==> src/rtl/tlb_tag_store.sv <==
// Fully-associative Sv39 TLB tag store: walker fills, registered lookups and
// sfence.vma-style flushes, with the whole tag array exported in coverage layout.
module tlb_tag_store #(
    parameter int TLB_ENTRIES = 16,
    parameter int ASID_WIDTH  = 16,
    localparam int IDX_W      = $clog2(TLB_ENTRIES),
    localparam int TAG_W      = ASID_WIDTH + 30
) (
    input  logic                          clk_i,
    input  logic                          rst_i,
    input  logic                          lu_req_i,
    input  logic [26:0]                   lu_vpn_i,
    input  logic [ASID_WIDTH-1:0]         lu_asid_i,
    output logic                          lu_hit_o,
    output logic [IDX_W-1:0]              lu_hit_idx_o,
    output logic                          lu_is_2M_o,
    output logic                          lu_is_1G_o,
    input  logic                          upd_valid_i,
    output logic                          upd_ready_o,
    input  logic [26:0]                   upd_vpn_i,
    input  logic [ASID_WIDTH-1:0]         upd_asid_i,
    input  logic                          upd_is_2M_i,
    input  logic                          upd_is_1G_i,
    input  logic                          flush_i,
    input  logic                          flush_asid_valid_i,
    input  logic                          flush_vpn_valid_i,
    input  logic [ASID_WIDTH-1:0]         flush_asid_i,
    input  logic [26:0]                   flush_vpn_i,
    output logic [TLB_ENTRIES*TAG_W-1:0]  tags_o,
    output logic [IDX_W:0]                valid_cnt_o
);

    logic [ASID_WIDTH-1:0]  asid_q [TLB_ENTRIES];
    logic [ASID_WIDTH-1:0]  asid_d [TLB_ENTRIES];
    logic [26:0]            vpn_q  [TLB_ENTRIES];
    logic [26:0]            vpn_d  [TLB_ENTRIES];
    logic [TLB_ENTRIES-1:0] is_2m_q, is_2m_d;
    logic [TLB_ENTRIES-1:0] is_1g_q, is_1g_d;
    logic [TLB_ENTRIES-1:0] valid_q, valid_d;
    logic [IDX_W-1:0]       rr_ptr_q, rr_ptr_d;
    logic                   lu_hit_q, lu_hit_d;
    logic [IDX_W-1:0]       lu_idx_q, lu_idx_d;
    logic                   lu_2m_q, lu_2m_d;
    logic                   lu_1g_q, lu_1g_d;
    logic [IDX_W:0]         valid_cnt_q, valid_cnt_d;

    logic [TLB_ENTRIES-1:0] lu_match, upd_match, flush_hit;
    logic [IDX_W-1:0]       lu_first, upd_first, inv_first, victim;
    logic                   fill_go;

    // Size-aware VPN compare: a 1G page ignores vpn1/vpn0, a 2M page ignores vpn0.
    function automatic logic vpn_match(input logic [26:0] e_vpn, input logic e_2m,
                                       input logic e_1g, input logic [26:0] vpn);
        return (e_vpn[26:18] == vpn[26:18]) &&
               (e_1g || ((e_vpn[17:9] == vpn[17:9]) && (e_2m || (e_vpn[8:0] == vpn[8:0]))));
    endfunction

    generate
        for (genvar gi = 0; gi < TLB_ENTRIES; gi++) begin : g_entry
            assign lu_match[gi]  = valid_q[gi] && (asid_q[gi] == lu_asid_i) &&
                                   vpn_match(vpn_q[gi], is_2m_q[gi], is_1g_q[gi], lu_vpn_i);
            assign upd_match[gi] = valid_q[gi] && (asid_q[gi] == upd_asid_i) &&
                                   vpn_match(vpn_q[gi], is_2m_q[gi], is_1g_q[gi], upd_vpn_i) &&
                                   (is_2m_q[gi] == upd_is_2M_i) && (is_1g_q[gi] == upd_is_1G_i);
            assign flush_hit[gi] = (!flush_asid_valid_i || (asid_q[gi] == flush_asid_i)) &&
                                   (!flush_vpn_valid_i ||
                                    vpn_match(vpn_q[gi], is_2m_q[gi], is_1g_q[gi], flush_vpn_i));
            assign tags_o[gi*TAG_W +: TAG_W] = {asid_q[gi], vpn_q[gi], is_2m_q[gi],
                                                is_1g_q[gi], valid_q[gi]};
        end
    endgenerate

    // Lowest-index priority encoders: scanning downward leaves the lowest set bit.
    always_comb begin
        lu_first  = '0;
        upd_first = '0;
        inv_first = '0;
        for (int i = TLB_ENTRIES - 1; i >= 0; i--) begin
            if (lu_match[i])  lu_first  = IDX_W'(i);
            if (upd_match[i]) upd_first = IDX_W'(i);
            if (!valid_q[i])  inv_first = IDX_W'(i);
        end
    end

    assign upd_ready_o = !flush_i;
    assign fill_go     = upd_valid_i && !flush_i;

    always_comb begin
        rr_ptr_d = rr_ptr_q;
        victim   = rr_ptr_q;
        if (|upd_match) begin
            victim = upd_first;
        end else if (!(&valid_q)) begin
            victim = inv_first;
        end else if (fill_go) begin
            rr_ptr_d = rr_ptr_q + IDX_W'(1);
        end
    end

    // Fill and flush are mutually exclusive since a fill is refused under flush.
    always_comb begin
        is_2m_d = is_2m_q;
        is_1g_d = is_1g_q;
        valid_d = valid_q;
        for (int i = 0; i < TLB_ENTRIES; i++) begin
            asid_d[i] = asid_q[i];
            vpn_d[i]  = vpn_q[i];
        end
        if (flush_i) begin
            valid_d = valid_q & ~flush_hit;
        end else if (fill_go) begin
            asid_d[victim]  = upd_asid_i;
            vpn_d[victim]   = upd_vpn_i;
            is_2m_d[victim] = upd_is_2M_i;
            is_1g_d[victim] = upd_is_1G_i;
            valid_d[victim] = 1'b1;
        end
        valid_cnt_d = '0;
        for (int i = 0; i < TLB_ENTRIES; i++) begin
            valid_cnt_d = valid_cnt_d + (IDX_W + 1)'(valid_d[i]);
        end
    end

    always_comb begin
        lu_hit_d = lu_req_i && (|lu_match);
        lu_idx_d = lu_idx_q;
        lu_2m_d  = lu_2m_q;
        lu_1g_d  = lu_1g_q;
        if (lu_hit_d) begin
            lu_idx_d = lu_first;
            lu_2m_d  = is_2m_q[lu_first];
            lu_1g_d  = is_1g_q[lu_first];
        end
    end

    always_ff @(posedge clk_i) begin
        if (rst_i) begin
            for (int i = 0; i < TLB_ENTRIES; i++) begin
                asid_q[i] <= '0;
                vpn_q[i]  <= '0;
            end
            is_2m_q     <= '0;
            is_1g_q     <= '0;
            valid_q     <= '0;
            rr_ptr_q    <= '0;
            lu_hit_q    <= 1'b0;
            lu_idx_q    <= '0;
            lu_2m_q     <= 1'b0;
            lu_1g_q     <= 1'b0;
            valid_cnt_q <= '0;
        end else begin
            for (int i = 0; i < TLB_ENTRIES; i++) begin
                asid_q[i] <= asid_d[i];
                vpn_q[i]  <= vpn_d[i];
            end
            is_2m_q     <= is_2m_d;
            is_1g_q     <= is_1g_d;
            valid_q     <= valid_d;
            rr_ptr_q    <= rr_ptr_d;
            lu_hit_q    <= lu_hit_d;
            lu_idx_q    <= lu_idx_d;
            lu_2m_q     <= lu_2m_d;
            lu_1g_q     <= lu_1g_d;
            valid_cnt_q <= valid_cnt_d;
        end
    end

    assign lu_hit_o     = lu_hit_q;
    assign lu_hit_idx_o = lu_idx_q;
    assign lu_is_2M_o   = lu_2m_q;
    assign lu_is_1G_o   = lu_1g_q;
    assign valid_cnt_o  = valid_cnt_q;

endmodule
==> config.mk <==
export PLATFORM = sky130hd
export DESIGN_NAME = tlb_tag_store
export DESIGN_NICKNAME = d
export VERILOG_FILES = /design/src/rtl/tlb_tag_store.sv
export SDC_FILE = /design/constraint.sdc
export NUM_CORES = 2
export LEC_CHECK = 0
export CAP_MARGIN = 0
export CORE_ASPECT_RATIO = 0.9
export CORE_UTILIZATION = 36
export DETAILED_ROUTE_END_ITERATION = 16
export PLACE_DENSITY = 0.55
export SLEW_MARGIN = 20
export SYNTH_ARGS = -nofsm -noshare
export SYNTH_HDL_FRONTEND = slang
export SYNTH_SLANG_ARGS = --single-unit
==> constraint.sdc <==
create_clock -name clk_i -period 15.1 [get_ports clk_i]
set_input_delay 3.02 -clock clk_i [delete_from_list [all_inputs] [get_ports clk_i]]
set_output_delay 3.02 -clock clk_i [all_outputs]
set_load 0.03 [all_outputs]
==> impl_metrics.py <==
metrics = {
    "setup_path": {
        "slowest_delay_ns": 1.20,
        "worstPathCellList": "clkdlybuf4s50_1 > buf_4 > xor2_1 > nor4_1 > a41oi_1 > o41ai_1 > and3_1 > nor3_1 > o21ai_1 > nand2_1 > a21oi_1 > nand3_4 > a21boi_1 > fa_1 > inv_1 > fa_1 > inv_1 > fa_1 > fa_1 > inv_1 > ha_1 > fa_1 > a21oi_1 > nor3b_1",
        "start_kind": "input pin",
        "setup.worst_path.class": "input pin to register",
        "crit_path_frequent_cell": "fa_1",
        "cp.required_ns": 15.66,
        "slowest_stage": "clkdlybuf4s50_1",
        "endpoint_kind": "register",
        "cp_max_fo": 17,
        "worst_ep_arrival_time_ns": 11.16,
    },
    "synthesis": {
        "avgSynthCellArea_um2": 8.99,
        "synth_nets": 6352,
        "async_flop_share": 0,
        "synthCells": 6198,
        "synth-edff-count": 0,
        "ys_seq_area_frac": 0.270,
        "yosysUniqueCellTypes": 91,
        "yosysWarnings": 0,
        "ys_seq_elements": 752,
        "syn_area_um2": 55700,
        "ys.flop_type": "dfxtp_1",
    },
    "die": {
        "initial_core_util": 0.364,
        "dieWidth_um": 417,
        "io_pins": 887,
        "coreArea_um2": 153000,
        "die_height_um": 375,
        "rows": 136,
        "die_area_um2": 156000,
    },
    "flow_run": {
        "max_cap_viol_count": 0,
    },
    "sta": {
        "rsz0062_at_grt": "false",
        "maxSlewViolCount": 0,
        "setup_slack_ns": 4.50,
        "clock.fmax_mhz": 94.3,
        "whs_ns": 0.564,
        "skew_ns": 0.0418,
        "period_share": 0.702,
        "min_period_ns": 10.60,
        "hold_viol": 0,
        "relSlewSlack": 0.151,
        "setup_viol_count_final": 0,
        "finalSetupTns_ns": 0,
        "tightest_slew_ns": 1.26,
    },
    "drt": {
        "routed_wl_um": 333000,
        "vias": 55000,
        "first_pass_iters": 8,
        "ant_nets": 0,
        "routedWlPerCell_um": 37.0,
        "routed_via_density": 6.12,
        "drt_iter0_markers": 6986,
        "post-route-drc-count": 0,
    },
    "cts": {
        "clkTransAtPathRegs_ns": 0.06,
        "clock_path_buffers": 3,
        "cts.repair.resized": 0,
        "h-tree-depth": 3,
        "cts_sinks": 752,
        "cts_tree": "done",
        "root_buffer": "clkbuf_16",
        "cts_buffers": 91,
        "post_cts_buffers": 0,
        "worstSkewPairLatency_ns": 0.74,
        "cts_hold_buf": 0,
    },
    "min_path": {
        "min_path_type": "register to register",
    },
    "status": {
        "status": "finished clean",
    },
    "power_and_ir_drop": {
        "p_total_mw": 5.21,
        "p_switching_mw": 1.56,
        "power_frac_clock": 0.457,
        "irDropWorstVdd_uv": 85.2,
        "p_leak_nw": 26.8,
        "swShare": 0.300,
        "pwr-share-comb": 0.155,
        "seqPwrFrac": 0.388,
        "p_per_area_nw_per_um2": 75.1,
        "intPower_mw": 3.64,
    },
    "final_layout": {
        "nNetsFinal": 7064,
        "syn_to_final_growth_pct": 24.4,
        "drive_gt1_frac": 0.0746,
        "fillCellCount": 15000,
        "seq_area_um2": 15100,
        "multi_input_area_um2": 37900,
    },
    "grt": {
        "grt_usage": 0.406,
        "grt_pass1_vias": 51800,
        "grt_max_degree": 119,
        "overflow": 0,
        "grt_pass1_wl_um": 444000,
        "antenna_found_initial": 18,
    },
    "place": {
        "preCtsSetupSlack_ns": 3.85,
        "gp_congestion": 1.04,
        "portBuffers": 886,
        "dp_hpwl_um": 244000,
    },
}
[cell usage in the layout, fill, tap and decap left out, types with 9 or more instances in the layout]
master	count
nand2_1	91
or4_1	13
fa_1	10
mux2i_1	639
clkbuf_8	21
xor2_1	995
nand4b_1	12
nand4_1	333
clkbuf_16	94
a221o_1	13
a21oi_1	37
a41o_1	14
and3_1	12
nor4_1	259
o2111ai_1	30
nand3_1	38
clkbuf_1	19
nand2b_1	321
buf_2	35
clkdlybuf4s50_1	850
nor3_1	73
and2_1	9
a31oi_1	30
nor2_1	433
inv_1	29
a41oi_1	14
nor4_2	23
xnor2_1	1104
dfxtp_1	752
clkinv_2	15
or3_1	11
buf_4	253
o211ai_1	14
nor2b_1	14
nand3b_1	95
o21ai_0	100
[critical path: cells and delay by family]
family / cells / cell delay (ns)
buf+inv: 5 / 1.74
compound gates: 6 / 2.09
xor+xnor: 1 / 0.10
simple gates: 6 / 1.47
fa+ha+maj: 6 / 2.71
[through the flow]
step	std cells	util	area (um^2)
finish	8992	0.453	69300
global route	8989	0.453	69300
CTS	8985	0.453	69300
detailed placement	8818	0.432	66200
global placement	8818	0.432	66100
floorplan	6198	-	55700
[Yosys cell counts (10+ instances only)]
master | number | area, um^2
nor2b_1 | 14 | 87.6
a41o_1 | 14 | 140
nor3_1 | 77 | 385
nor4_1 | 280 | 1750
nand4_1 | 333 | 2080
mux2i_1 | 639 | 6400
a221o_1 | 13 | 130
nand3_1 | 38 | 190
o21ai_0 | 100 | 500
a31oi_1 | 32 | 200
buf_4 | 53 | 398
xor2_1 | 995 | 8710
or3_1 | 11 | 68.8
buf_6 | 52 | 586
inv_1 | 29 | 109
nand2_1 | 98 | 368
nor2_1 | 433 | 1630
dfxtp_1 | 752 | 15100
o211ai_1 | 14 | 105
and3_1 | 13 | 81.3
buf_1 | 20 | 75.1
or4_1 | 13 | 97.6
clkbuf_1 | 212 | 796
o2111ai_1 | 30 | 263
nand2b_1 | 321 | 2010
nand3b_1 | 95 | 713
xnor2_1 | 1104 | 9670
fa_1 | 10 | 200
nand4b_1 | 12 | 105
a41oi_1 | 14 | 123
a21oi_1 | 37 | 185
buf_2 | 173 | 866
[kinds of logic (layout without fill, tap and decap cells)]
kind of cell / Yosys count / after routing / synth area share
multiplexers: 641 / 641 / 0.115
flip-flops: 752 / 752 / 0.270
adder cells (fa/ha/maj): 16 / 16 / 0.00494
buffers and inverters: 550 / 1336 / 0.0542
AO/OA/AOI/OAI: 348 / 348 / 0.0449
other: 0 / 7 / 0
XOR/XNOR: 2099 / 2099 / 0.330
AND/OR/NAND/NOR: 1792 / 1792 / 0.181
[registers in the layout, summed over array words and instances (netlist names)]
register      cells
asid_q          256
valid_cnt_o       5
vpn_q           432
valid_q          16
lu_is_2M_o        1
lu_hit_o          1
is_2m_q          16
rr_ptr_q          4
lu_hit_idx_o      4
lu_is_1G_o        1
is_1g_q          16
[layout make-up]
cell class                 count  area share
antenna                        7    0.000253
clock buffer                 134      0.0391
clock inverter                33     0.00606
inverter                      30     0.00162
multi-input combinational   4896       0.547
sequential                   752       0.217
tap                         2001      0.0361
timing repair buffer        1139       0.153
[metal layers]
layer,global-route usage,share of wire,up-vias
met5,0,0.00023,-
met4,0.282,0.083,12
met3,0.101,0.10,1162
met2,0.609,0.43,3796
met1,0.509,0.39,27400
li1,-,-,22600
[worst paths after layout]
check,to,slack (ns),cells after the start,startpoint
worst max-delay path,valid_cnt_o[4],4.50,24,upd_vpn_i[7]
worst max register to register,valid_cnt_o[4],7.16,22,is_2m_q[8]
worst min register to register,rr_ptr_q[3],0.56,2,rr_ptr_q[3]
worst min-delay path,rr_ptr_q[3],0.56,2,rr_ptr_q[3]
[power groups by stage]
stage	Sequential [mW]	Clock [mW]	Combinational [mW]
finish	2.02	2.38	0.807
detailed placement	2.06	0	0.775
global placement	2.06	0	0.770
global route	2.02	2.47	0.826
CTS	2.02	2.39	0.778
floorplan	2.07	0	0.482
(Power assumes the default switching activity.)
